### src/rtl/spi_frame_arbiter.sv
// rtl/spi_frame_arbiter.sv - round-robin arbiter sharing one SPI byte engine among N_REQ requesters
// Holds the granted slave select across a whole frame and enforces CS setup/hold/gap timing.
module spi_frame_arbiter #(
  parameter int N_REQ    = 4,
  parameter int CS_SETUP = 2,
  parameter int CS_HOLD  = 2,
  parameter int CS_GAP   = 1
) (
  input  logic                 clk,
  input  logic                 rst,
  input  logic [N_REQ-1:0]     req_valid,
  input  logic [N_REQ-1:0]     req_last,
  input  logic [8*N_REQ-1:0]   req_data,
  output logic [N_REQ-1:0]     req_ready,
  output logic                 rsp_valid,
  output logic [2:0]           rsp_id,
  output logic [7:0]           rsp_data,
  output logic                 eng_start,
  output logic [7:0]           eng_tx,
  input  logic                 eng_busy,
  input  logic                 eng_done,
  input  logic [7:0]           eng_rx,
  output logic [N_REQ-1:0]     ss_n,
  output logic                 busy
);

  typedef enum logic [2:0] {S_IDLE, S_SETUP, S_LOAD, S_XFER, S_HOLD, S_GAP} state_t;

  state_t             state_q;
  logic [2:0]         grant_q;
  logic [2:0]         ptr_q;
  logic               last_q;
  logic [15:0]        cnt_q;
  logic [N_REQ-1:0]   ss_n_q;
  logic               busy_q;
  logic               rsp_valid_q;
  logic [2:0]         rsp_id_q;
  logic [7:0]         rsp_data_q;

  logic               g_valid;
  logic               g_last;
  logic [7:0]         g_data;
  logic [N_REQ-1:0]   g_onehot;
  logic [2:0]         pick;
  logic [N_REQ-1:0]   pick_oh;

  always_comb begin
    g_valid  = 1'b0;
    g_last   = 1'b0;
    g_data   = 8'h00;
    g_onehot = '0;
    for (int i = 0; i < N_REQ; i++) begin
      if (grant_q == 3'(i)) begin
        g_valid     = req_valid[i];
        g_last      = req_last[i];
        g_data      = req_data[8*i +: 8];
        g_onehot[i] = 1'b1;
      end
    end
  end

  // Walk from farthest to nearest so the first requester after ptr wins.
  always_comb begin
    pick    = 3'd0;
    pick_oh = '0;
    for (int k = N_REQ; k >= 1; k--) begin
      for (int j = 0; j < N_REQ; j++) begin
        if (req_valid[j] && (j == (int'(ptr_q) + k) % N_REQ)) begin
          pick    = 3'(j);
          pick_oh = '0;
          pick_oh[j] = 1'b1;
        end
      end
    end
  end

  assign eng_start = (state_q == S_LOAD) && g_valid && !eng_busy;
  assign req_ready = eng_start ? g_onehot : '0;
  assign eng_tx    = eng_start ? g_data : 8'h00;

  always_ff @(posedge clk) begin
    if (rst) begin
      state_q     <= S_IDLE;
      grant_q     <= 3'd0;
      ptr_q       <= 3'(N_REQ-1);
      last_q      <= 1'b0;
      cnt_q       <= 16'd0;
      ss_n_q      <= '1;
      busy_q      <= 1'b0;
      rsp_valid_q <= 1'b0;
      rsp_id_q    <= 3'd0;
      rsp_data_q  <= 8'h00;
    end else begin
      rsp_valid_q <= 1'b0;
      case (state_q)
        S_IDLE: begin
          if (|req_valid) begin
            grant_q <= pick;
            ptr_q   <= pick;
            cnt_q   <= 16'd0;
            ss_n_q  <= ~pick_oh;
            busy_q  <= 1'b1;
            state_q <= S_SETUP;
          end
        end
        S_SETUP: begin
          if (cnt_q == 16'(CS_SETUP-1)) begin
            cnt_q   <= 16'd0;
            state_q <= S_LOAD;
          end else begin
            cnt_q <= cnt_q + 16'd1;
          end
        end
        S_LOAD: begin
          if (eng_start) begin
            last_q  <= g_last;
            state_q <= S_XFER;
          end
        end
        S_XFER: begin
          if (eng_done) begin
            rsp_valid_q <= 1'b1;
            rsp_id_q    <= grant_q;
            rsp_data_q  <= eng_rx;
            cnt_q       <= 16'd0;
            state_q     <= last_q ? S_HOLD : S_LOAD;
          end
        end
        S_HOLD: begin
          if (cnt_q == 16'(CS_HOLD-1)) begin
            cnt_q   <= 16'd0;
            ss_n_q  <= '1;
            state_q <= S_GAP;
          end else begin
            cnt_q <= cnt_q + 16'd1;
          end
        end
        S_GAP: begin
          if (cnt_q == 16'(CS_GAP-1)) begin
            cnt_q   <= 16'd0;
            busy_q  <= 1'b0;
            state_q <= S_IDLE;
          end else begin
            cnt_q <= cnt_q + 16'd1;
          end
        end
        default: begin
          ss_n_q  <= '1;
          busy_q  <= 1'b0;
          state_q <= S_IDLE;
        end
      endcase
    end
  end

  assign ss_n      = ss_n_q;
  assign busy      = busy_q;
  assign rsp_valid = rsp_valid_q;
  assign rsp_id    = rsp_id_q;
  assign rsp_data  = rsp_data_q;

endmodule

### config.mk
export PLATFORM = sky130hd
export DESIGN_NAME = spi_frame_arbiter
export DESIGN_NICKNAME = d
export VERILOG_FILES = /design/src/rtl/spi_frame_arbiter.sv
export SDC_FILE = /design/constraint.sdc
export NUM_CORES = 1
export LEC_CHECK = 0
export ABC_AREA = 1
export BUFFER_PORTS_ARGS = -buffer_cell sky130_fd_sc_hd__buf_2
export CORE_AREA = 2 2 77 79
export DETAILED_ROUTE_END_ITERATION = 10
export DIE_AREA = 0 0 79 81
export GPL_TIMING_DRIVEN = 0
export HOLD_SLACK_MARGIN = 0.15
export PLACE_DENSITY_LB_ADDON = 0.12
export SLEW_MARGIN = 40
export SYNTH_ARGS = -nofsm -noshare
export SYNTH_HDL_FRONTEND = slang
export SYNTH_SLANG_ARGS = --single-unit
export TNS_END_PERCENT = 100
### constraint.sdc
create_clock -name clk -period 1.5 [get_ports clk]
set_clock_uncertainty 0.1 [all_clocks]
set_input_delay 0.15 -clock clk [delete_from_list [all_inputs] [get_ports clk]]
set_output_delay 0.15 -clock clk [all_outputs]
set_load 0.05 [all_outputs]
After elaboration in Yosys (flattened, before gate mapping)
Index checks and enable logic that the tools add are counted.
{ "totals": {"word_cells": 162, "out_inout_bits": 30, "register_bits": 42} }
{ "classes": {"reduce_logical": 43, "bitwise_logic": 8, "add_sub_neg": 5, "mux": 69, "eq_ne": 27} }
{ "ops": {"columns": ["cell", "count"], "rows": [
  ["logical NOT 32 bit", 4],
  ["two-way mux 4 bit", 18],
  ["two-way mux 16 bit", 4],
  ["case mux 16 bit (4 select lines)", 1],
  ["two-way mux 3 bit", 21],
  ["two-way mux 8 bit", 5],
  ["== test 3 bit, first input constant", 8],
  ["logical AND 1 bit", 18],
  ["case mux 3 bit (6 select lines)", 1],
  ["two-way mux 1 bit", 17],
  ["adder 16 x 1 -> 16 bit, second input constant", 1],
  ["== test 16 x 1 -> 1 bit, second input constant", 1],
  ["logical NOT 16 bit", 1],
  ["== test 2 x 3 -> 1 bit, first input constant", 4],
  ["== test 3 x 2 -> 1 bit, second input constant", 4],
  ["inequality test 2 bit, second input constant", 6],
  ["case mux 4 bit (3 select lines)", 1],
  ["OR reduction 2 bit", 6],
  ["OR reduction 4 bit", 3],
  ["AND reduction 3 bit", 3],
  ["== test 3 x 1 -> 1 bit, second input constant", 2],
  ["== test 3 bit, second input constant", 2],
  ["logical NOT 3 bit", 2],
  ["AND reduction 2 bit", 3],
  ["9 further kinds", 16]
]} }

Logic depth before layout (Yosys ltp)
Gate-level depths: netlist of run 1.
{ "depth": {"word_depth": 24, "ltp_mapped": 16, "ltp_nobuf": 15} }

Worst setup path before layout of run 1
OpenSTA, ideal clock, no wires.
{ "synth_timing": {"path_type": "reg-to-output", "from": "register grant_q[1]", "to": "output eng_tx[0]", "path_buffers": 1, "path_slack_ps": -1121, "stages_incl_launch_ff": 9, "arrival_time_ps": 2371, "path_cell_list": "dfxtp_1 > buf_4 > nand2_1 > nor2_1 > nor4_4 > nand2_1 > nand2_4 > inv_4 > o31ai_1"} }
{ "synth_between": {"elab_chain_len": 8} }
{ "synth_lines": {"columns": ["element", "line", "rtl"], "rows": [
  ["from (decl)", "30", "logic [2:0] grant_q;"],
  ["from (signal assigned)", "98", "grant_q <= pick;"],
  ["logical NOT 3 bit", "53", "if (grant_q == 3'(i)) begin"],
  ["two-way mux 1 bit (3 in a row)", "53", null],
  ["two-way mux 1 bit *", "53", null],
  ["logical AND 1 bit * (2 in a row)", "77", "assign eng_start = (state_q == S_LOAD) && g_valid && !eng_busy;"],
  ["via eng_start", "18", "output logic eng_start,"],
  ["two-way mux 8 bit *", "79", "assign eng_tx = eng_start ? g_data : 8'h00;"],
  ["to (decl)", "19", "output logic [7:0] eng_tx,"]
]} }
Mark *: on every way through the listed nets, which the timed path passes. The rest lies on a longest branch.

Worst setup path after layout of run 1
{ "layout_timing": {"from": "register state_q[2]", "to": "output eng_tx[1]"} }
{ "layout_between": {"elab_chain_len": 4} }
{ "layout_lines": {"columns": ["element", "line", "rtl"], "rows": [
  ["from (decl)", "29", "state_t state_q;"],
  ["from (signal assigned)", "126", "state_q <= last_q ? S_HOLD : S_LOAD;"],
  ["== test 3 x 2 -> 1 bit", "77", null],
  ["logical AND 1 bit (2 in a row)", "77", null],
  ["two-way mux 8 bit", "79", null]
]} }
No other way between the ends.

==> results of run 1 <==
==> synth_stat cells, types with 2 or more instances <==
cell and instances:
o22ai_1 5, a31oi_1 3, ha_1 3, a211oi_1 3
nor2_1 49, nand2_4 3, nor3_1 6, xor2_1 6
nand2_1 97, o31ai_1 6, o21ai_1 3, inv_4 2
buf_4 2, buf_2 3, nand2_2 2, o21ai_0 11
a221oi_1 5, o2111ai_1 2, o211ai_1 2, inv_1 42
nand4_1 3, nor2_2 2, nor3_2 2, clkbuf_1 5
inv_2 2, dfxtp_1 40, nand3_2 2, a21oi_1 26
nand3_1 29
==> layer usage <==
metal	GRT usage	routed length, µm
met3	0.0478	345
met2	0.453	4690
met1	0.269	3460
met5	0	0
met4	0.0724	221
==> power groups by stage <==
stage	clock [mW]	sequential [mW]	combinational, mW
6_report	0.859	1.52	3.99
5_1_grt	0.933	1.54	4.31
4_1_cts	0.881	1.42	3.29
3_5_place_dp	0	1.36	2.74
3_3_place_gp	0	1.36	2.72
2_1_floorplan	0	1.52	2.03
==> state kept, by name, summed over array words and instances, names as in the netlist, 2 cells and up <==
| signal | count |
|---|---|
| cnt_q | 16 |
| grant_q | 2 |
| ptr_q | 2 |
| rsp_data | 8 |
| rsp_id | 2 |
| ss_n | 4 |
| state_q | 3 |
==> worst max-delay path, stage by stage (launching register included) <==
cell and delay, ns:
dfxtp_4 0.37, clkinv_4 0.06, nand2_4 0.05, nor4_4 0.23, buf_4 0.19, nand2_8 0.07
buf_12 0.15, o31ai_4 0.19, buf_6 0.19
==> logic make-up after synthesis <==
logic type	synth area share
simple gates	0.370
compound gates	0.178
buf+inv	0.0918
flops	0.319
xor+xnor	0.0244
fa+ha+maj	0.0150
other cells	0.00149
==> layout make-up <==
type | instances | area, µm² | share of cell area
inverter | 47 | 226 | 0.0515
buffer | 6 | 33.8 | 0.00769
sequential | 40 | 837 | 0.190
multi-input combinational | 286 | 2100 | 0.479
tap | 75 | 93.8 | 0.0213
timing repair buffer | 137 | 993 | 0.226
clock buffer | 6 | 72.6 | 0.0165
clock inverter | 2 | 35.0 | 0.00797
==> metrics by stage <==
stage / cells / TNS [ns] / hold slack (ns) / util
3_5_place_dp: 537 / -10.65 / 0.329 / 0.568
4_1_cts: 582 / -13.19 / 0.161 / 0.689
5_1_grt: 599 / -17.03 / 0.260 / 0.774
2_1_floorplan: 382 / -4.84 / 0.212 / -
6_report: 599 / -13.26 / 0.218 / 0.774
3_3_place_gp: 537 / -10.09 / 0.326 / 0.568
==> path summary, 6_finish.rpt <==
check | start | to | slack (ns) | cells past startpoint
hold reg to reg | rsp_data[1] | rsp_data[1] | 0.36 | 2
hold / removal | req_last[0] | last_q | 0.22 | 5
setup reg to reg | state_q[2] | cnt_q[10] | -0.38 | 11
setup / recovery | state_q[2] | eng_tx[1] | -0.54 | 8
==> repair_timing <==
item                       in CTS  in global routing
gates cloned                    1                  0
resized for setup              80                 99
setup endpoints to repair      42                 52
hold endpoints to repair       10                  0
hold buffers                   13                  0
setup buffers                  25                 19
pin swaps                      37                 35
==> placed cells by master, fill, tap and decap left out, types with 5 or more instances in the layout <==
master and instances:
nand2_1 70, buf_2 67, buf_4 37, inv_1 34, nor2_1 27, dfxtp_1 27
nand3_1 21, a21oi_1 19, buf_6 18, nand2_2 17, nor2_4 15, nand2_4 13
dlygate4sd3_1 13, nor2_2 10, nand3_2 8, dfxtp_4 8, a21oi_2 7, o31ai_4 6
xor2_1 6, o21ai_2 5, nor3_4 5, o21ai_1 5, clkbuf_8 5, dfxtp_2 5
==> results by group, run 1 <==
Placed design
  • HPWL Detailed: 4.99 mm
  • Post-DP Area: 0.00322 mm²
  • Pre-CTS setup slack: -0.463 ns
  • Port buffer count: 80
  • Final GP Congestion: 0.876

Yosys
  • Post-synth EDFFs: 0
  • Synth top area share: 0.319
  • Largest cells by area after synthesis: dfxtp_1 (32%), nand2_1 (15%), nor2_1 (7.3%)
  • Main synth FF type: dfxtp_1
  • Mapped Area: 0.00251 mm²
  • Sequential area share after synthesis: 0.319
  • Post-synthesis async set-or-reset flop share: 0
  • Syn avg cell area: 6.57 µm²
  • Syn nets: 437
  • Yosys cell types: 45
  • #FFs+latches synth: 40
  • Yosys top cell by area: dfxtp_1
  • Yosys warns: 0
  • Mapped Cells: 382

Pwr
  • Tot Pwr: 6.37 mW
  • Static Leak: 1.97 nW
  • Sw Share: 0.474
  • Seq pwr share: 0.239
  • Worst VDD drop: 1.07 mV
  • Pwr Density: 1450 mW/mm²
  • Pint: 3.35 mW
  • Clock power share: 0.135
  • Fraction of power consumed by combinational cells: 0.626
  • NetSw: 3.02 mW

Clocking
  • Root Buffer: clkbuf_8
  • Clock slew at reported path FFs: 0.08 ns
  • Clk Latency, worst-skew pair: 0.29 ns
  • H-tree Lvls: 2
  • CTS tree: built
  • Clk sinks: 40
  • CTS Buffer Depth: 2
  • Num CTS Buffers: 5

Die
  • Core area: 0.00568 mm²
  • Die H: 81 µm
  • Starting Density: 0.442
  • Die ar.: 0.00640 mm²
  • Chip width: 79 µm
  • Ports: 82
  • FP Rows: 28

Min path
  • Worst hold path type: in -> reg

STA
  • Worst-margin pin slew: 0.586 ns
  • Final-report hold violation count: 0
  • Part of the cycle the worst path needs: 1.36
  • Endpoints failing setup: 41
  • Slew Limit Fails: 0
  • Fmax: 490 MHz
  • RSZ-0062 raised after global routing: yes
  • Crit path time final: 2.04 ns
  • Slack of the critical path: -0.543 ns
  • Max-slew headroom: 0.609

Global route
  • Largest net degree at the start of global routing: 13
  • Vias in the first global route: 2735
  • Total Routing Usage GR: 0.239
  • First-pass GRT wire length: 12.3 mm
  • GRT Residual Overflow: 0
  • Initial antenna violation count: 0

Status
  • Failing checks: setup timing
  • Status: finished with violations

Final layout
  • Number of fill cells: 364
  • Final Net Count: 578
  • Finished Cell Area: 0.00440 mm²
  • Area delta synth->final: 75.2%
  • Share of cells above drive strength 1: 0.511
  • N_diodes: 0

Setup path
  • CP Class: reg -> out
  • Crit Path Max Fanout: 4
  • Worst Setup End Kind: primary output
  • WP data arrival: 1.79 ns
  • Crit start category: flop
  • Req. time, crit path: 1.25 ns

Routing
  • Routed len/inst: 14.5 µm
  • Final wirelength: 8.71 mm
  • Pre-Repair DR Iteration Count: 4
  • Vias per std cell: 5.26
  • DRC Markers: 0
  • Antenna violation net count after detailed routing: 0
  • Total number of vias: 3150
  • First DRT Iteration DRCs: 142

Job
  • Max cap viols: 0
No activity file was read; power rests on OpenSTA's default activity.
==> run 2, diff against run 1 <==
--- a/constraint.sdc
+++ b/constraint.sdc
@@ -4,2 +4,2 @@
 set_output_delay 0.15 -clock clk [all_outputs]
-set_load 0.05 [all_outputs]
+set_load 0.005 [all_outputs]
==> run 2 against run 1 <==
Against the previous run:
- the run still ends with setup timing left
- hold slack lost 0.032 ns
- cell count decreased by 0.17%
- flip-flop and latch count did not move
- worst setup slack gained 0.038 ns
- largest power group unchanged
==> results by group, run 2 (same netlist as run 1, synthesis figures left out) <==
Pwr
  • Tot Pwr: 5.56 mW
  • Seq pwr share: 0.276
  • Clock power share: 0.126
  • NetSw: 2.58 mW
  • Fraction of power consumed by combinational cells: 0.598
  • Worst VDD drop: 0.750 mV
  • Static Leak: 1.86 nW
  • Sw Share: 0.464
  • Pint: 2.98 mW
  • Pwr Density: 1350 mW/mm²

Setup path
  • CP Class: reg -> out
  • WP data arrival: 1.75 ns
  • R2r worst-path depth: 12
  • Setup slack, reg-to-reg: -0.45 ns
  • Crit Reg-Reg Endpoint: state_q[1]
  • Req. time, crit path: 1.25 ns
  • Worst Setup End Kind: primary output
  • Crit Path Max Fanout: 8
  • Worst flop-to-flop path startpoint: grant_q[0]
  • Crit start category: flop

Final layout
  • Final std cells w/o fill: 598
  • Reg with most FFs: cnt_q
  • Final Net Count: 577
  • N_diodes: 0
  • Most common cell after layout, fill and taps aside: buf_2
  • Area delta synth->final: 64.1%
  • Max reg flops: 16
  • Most frequent cells in the layout: buf_2 (78), nand2_1 (73), buf_4 (38)
  • Share of cells above drive strength 1: 0.489

Die
  • Core area: 0.00568 mm²
  • Die H: 81 µm
  • Ports: 82
  • FP Rows: 28
  • Chip width: 79 µm
  • Starting Density: 0.442
  • Die ar.: 0.00640 mm²

Routing
  • Total number of vias: 3106
  • Antenna violation net count after detailed routing: 0
  • Vias per std cell: 5.19
  • First DRT Iteration DRCs: 103
  • Routed len/inst: 13.7 µm
  • Final wirelength: 8.20 mm
  • DRC Markers: 0
  • Pre-Repair DR Iteration Count: 4

Clocking
  • Clk Latency, worst-skew pair: 0.29 ns
  • Clock slew at reported path FFs: 0.08 ns
  • H-tree Lvls: 2
  • Clk sinks: 40
  • CTS Buffer Depth: 2
  • Root Buffer: clkbuf_8
  • Num CTS Buffers: 5
  • CTS tree: built

Status
  • Failing checks: setup timing
  • Status: finished with violations

STA
  • Part of the cycle the worst path needs: 1.34
  • Worst-margin pin slew: 0.573 ns
  • Crit path time final: 2.00 ns
  • Fmax: 499 MHz
  • Final-report hold violation count: 0
  • RSZ-0062 raised after global routing: yes
  • Max-slew headroom: 0.618
  • Slew Limit Fails: 0
  • Slack of the critical path: -0.504 ns
  • Endpoints failing setup: 41

Min path
  • Worst hold path type: in -> reg
  • Hold_sp: req_last[1]
  • Hold Path End: last_q
  • Hold Path Depth: 5

Global route
  • Total Routing Usage GR: 0.236
  • Largest net degree at the start of global routing: 14
  • Vias in the first global route: 2812
  • GRT Residual Overflow: 0
  • Initial antenna violation count: 0
  • First-pass GRT wire length: 12.1 mm

Job
  • Max cap viols: 0

Placed design
  • Placed Instances: 537
  • HPWL Detailed: 4.92 mm
  • Final GP Congestion: 0.919
  • Port buffer count: 80
run 2: changes by cell type in the layout (fill, tap and decap cells not counted), moves of 4 or more:
| cell | delta |
|---|---|
| buf_2 | +11 |
| buf_6 | -8 |
| a221oi_1 | +4 |
| a221oi_2 | -4 |
run 2: how the worst max path moves through the flow:
stage	startpoint	to	slack (ns)	cells past startpoint
after CTS	state_q[2]	eng_tx[2]	-0.48	8
after detailed placement	state_q[0]	cnt_q[15]	-0.35	10
after floorplan	state_q[0]	state_q[1]	-0.07	10
after global placement	cnt_q[8]	state_q[1]	-0.32	11
final	grant_q[0]	eng_tx[6]	-0.50	8
after global routing	grant_q[0]	eng_tx[6]	-0.58	8
run 2: layout make-up:
class,count,area (µm²)
tap,75,93.8
timing repair buffer,136,902
multi-input combinational,286,1940
sequential,40,841
inverter,47,215
clock inverter,2,12.5
clock buffer,6,72.6
buffer,6,37.5
fill,425,1560
run 2: critical path, cell delays in order, from the launching register on:
cell	delay, ns
dfxtp_4	0.38
nand2_4	0.10
nor2_4	0.04
nor4_4	0.30
nand2_2	0.14
nand2_4	0.13
inv_8	0.06
o31ai_2	0.17
buf_2	0.14
run 2: timing repair:
item,in CTS,in global routing
pin swaps,26,34
setup endpoints to repair,41,52
hold endpoints to repair,10,0
setup buffers,32,13
resized for setup,82,82
hold buffers,12,0
gates cloned,1,0
run 2: layer usage:
metal,vias to the layer above,wire length (µm),track usage
met1,1440,3140,0.234
met3,13,422,0.0444
li1,1542,-,-
met4,0,129,0.0793
met2,111,4500,0.484
met5,-,0,0
run 2: power by group through the flow:
stage               clock (mW)  sequential, mW  combinational [mW]
finish                   0.698            1.54                3.32
global route             0.749            1.56                3.62
CTS                      0.716            1.40                3.04
detailed placement           0            1.37                2.25
global placement             0            1.36                2.23
floorplan                    0            1.35                1.71
run 2: through the flow:
| stage | worst slack (ns) | hold slack [ns] | util | cell area (µm²) | TNS, ns |
|---|---|---|---|---|---|
| final | -0.504 | 0.185 | 0.725 | 4120 | -10.82 |
| after global routing | -0.576 | 0.206 | 0.725 | 4120 | -14.52 |
| after CTS | -0.477 | 0.160 | 0.663 | 3760 | -10.16 |
| after detailed placement | -0.351 | 0.337 | 0.539 | 3060 | -8.28 |
| after global placement | -0.321 | 0.324 | 0.539 | 3060 | -7.86 |
| after floorplan | -0.0679 | 0.211 | - | 2570 | -0.673 |
==> run 3, diff against run 2 <==
- REMOVE_ABC_BUFFERS: not set -> 1
- SETUP_SLACK_MARGIN: not set -> 0.1
==> run 3 against run 2 <==
Against the previous run:
- the run still ends with setup timing left
- worst setup slack better by 0.035 ns
- critical endpoint is now eng_tx[5]
- via count increased by 1.3%
- wire length up 1.2%
- design area rose by 1.7%
==> results by group, run 3 (same netlist as run 1, synthesis figures left out) <==
STA
  • Min Hold Slack: 0.155 ns
  • Fmax: 508 MHz
  • Part of the cycle the worst path needs: 1.31
  • Endpoints failing setup: 40
  • RSZ-0062 raised after global routing: yes
  • Setup TNS: -10.72 ns
  • Worst-margin pin slew: 0.503 ns
  • Slew Limit Fails: 0
  • Slack of the critical path: -0.469 ns
  • Final-report hold violation count: 0
  • Max-slew headroom: 0.662
  • Crit path time final: 1.97 ns

Setup path
  • Worst Setup End Kind: primary output
  • WP data arrival: 1.72 ns
  • Worst flop-to-flop path startpoint: state_q[2]
  • Setup crit start: state_q[2]
  • CP Capture Point: eng_tx[5]
  • Req. time, crit path: 1.25 ns
  • Crit start category: flop
  • Crit Path Max Fanout: 8
  • Setup slack, reg-to-reg: -0.38 ns
  • R2r worst-path depth: 12
  • CP Class: reg -> out
  • Crit Reg-Reg Endpoint: state_q[1]

Routing
  • DRC Markers: 0
  • Final wirelength: 8.29 mm
  • Met3 WL post-DR: 317 µm
  • Total number of vias: 3147
  • Routed len/inst: 13.9 µm
  • Pre-Repair DR Iteration Count: 4
  • Vias per std cell: 5.28
  • Antenna violation net count after detailed routing: 0
  • M1 wire length: 3.33 mm
  • DR top layer: met4
  • Met2 WL post-DR: 4.45 mm
  • First DRT Iteration DRCs: 112

Clocking
  • Clock slew at reported path FFs: 0.08 ns
  • CTS Buffer Depth: 2
  • Num CTS Buffers: 5
  • Root Buffer: clkbuf_8
  • CTS tree: built
  • H-tree Lvls: 2
  • Clk Latency, worst-skew pair: 0.30 ns
  • Clk sinks: 40

Final layout
  • Number of fill cells: 428
  • N_diodes: 0
  • Final Net Count: 575
  • Most common cell after layout, fill and taps aside: buf_2
  • Most frequent cells in the layout: buf_2 (78), nand2_1 (74), buf_4 (34)
  • Reg with most FFs: cnt_q
  • Max reg flops: 16
  • Finished Cell Area: 0.00419 mm²
  • Final std cells w/o fill: 596
  • Share of cells above drive strength 1: 0.495
  • Area delta synth->final: 66.8%

Pwr
  • Clock power share: 0.150
  • Static Leak: 1.92 nW
  • Pwr Density: 1390 mW/mm²
  • NetSw: 2.57 mW
  • Fraction of power consumed by combinational cells: 0.592
  • Tot Pwr: 5.80 mW
  • Pint: 3.23 mW
  • Seq pwr share: 0.259
  • Sw Share: 0.443
  • Worst VDD drop: 0.855 mV

Die
  • Starting Density: 0.442
  • Chip width: 79 µm
  • Ports: 82
  • FP Rows: 28
  • Die H: 81 µm
  • Core area: 0.00568 mm²
  • Die ar.: 0.00640 mm²

Global route
  • GRT Residual Overflow: 0
  • Largest net degree at the start of global routing: 23
  • Total Routing Usage GR: 0.242
  • Vias in the first global route: 2931
  • Initial antenna violation count: 0
  • First-pass GRT wire length: 12.5 mm

Min path
  • Hold Path Depth: 5
  • Worst hold path type: in -> reg

Placed design
  • Port buffer count: 80
  • Post-DP Area: 0.00295 mm²
  • Placed Instances: 527
  • HPWL Detailed: 4.85 mm
  • Final GP Congestion: 0.825

Status
  • Failing checks: setup timing
  • Status: finished with violations

Job
  • Max cap viols: 0
-- run 3: cell types whose count changed in the layout (fill, tap and decap cells not counted), sizes merged --
cell,change
clkbuf,-3
buf,+1
bufinv,+1
clkinvlp,-1
dlygate4sd3,-1
nand2,+1
-- run 3: worst max-delay path, stage by stage, from the launching register on --
cell and delay (ns):
dfxtp_4 0.36, inv_4 0.06, nand2_4 0.05, nor4_4 0.29, nand2_2 0.14, nand2_4 0.13
inv_8 0.06, o31ai_1 0.18, buf_2 0.14
-- run 3: through the flow --
| stage | utilization | worst slack, ns |
|---|---|---|
| 2_1_floorplan | - | -0.155 |
| 3_3_place_gp | 0.521 | -0.442 |
| 3_5_place_dp | 0.521 | -0.480 |
| 4_1_cts | 0.673 | -0.456 |
| 5_1_grt | 0.737 | -0.536 |
| 6_report | 0.737 | -0.469 |
-- run 3: layout make-up --
type / count / area (µm²) / area share
repair buffers: 139 / 962 / 0.230
clock buffers: 6 / 72.6 / 0.0173
inverters: 47 / 213 / 0.0508
well taps: 75 / 93.8 / 0.0224
multi-input cells: 287 / 1960 / 0.469
clock inverters: 2 / 35.0 / 0.00837
flip-flops and latches: 40 / 845 / 0.202
-- run 3: worst min path at each step --
stage / start / to / slack, ns
after global routing: rst / rsp_data[3] / 0.22
after floorplan: rst / busy / 0.12
after global placement: eng_rx[3] / rsp_data[3] / 0.32
after detailed placement: req_last[3] / last_q / 0.33
final: req_last[1] / last_q / 0.15
after CTS: rst / rsp_valid / 0.15
-- run 3: per-layer routing --
| layer | GRT usage | vias to the layer above |
|---|---|---|
| li1 | - | 1538 |
| met1 | 0.262 | 1498 |
| met2 | 0.469 | 94 |
| met3 | 0.0389 | 17 |
| met4 | 0.0948 | 0 |
| met5 | 0 | - |
-- run 3: power groups by stage --
stage | clock network [mW] | registers (mW) | logic [mW]
finish | 0.867 | 1.50 | 3.43
floorplan | 0 | 1.41 | 1.47
global placement | 0 | 1.45 | 1.94
detailed placement | 0 | 1.45 | 1.97
global route | 0.926 | 1.52 | 3.76
CTS | 0.884 | 1.49 | 2.76
-- run 3: timing repair --
item	CTS	global route
hold buffers	11	0
setup endpoints to repair	53	53
buffers inserted	34	16
resized for setup	111	67
endpoints found under the hold margin	9	0
pin swaps	27	41
cloned	1	1
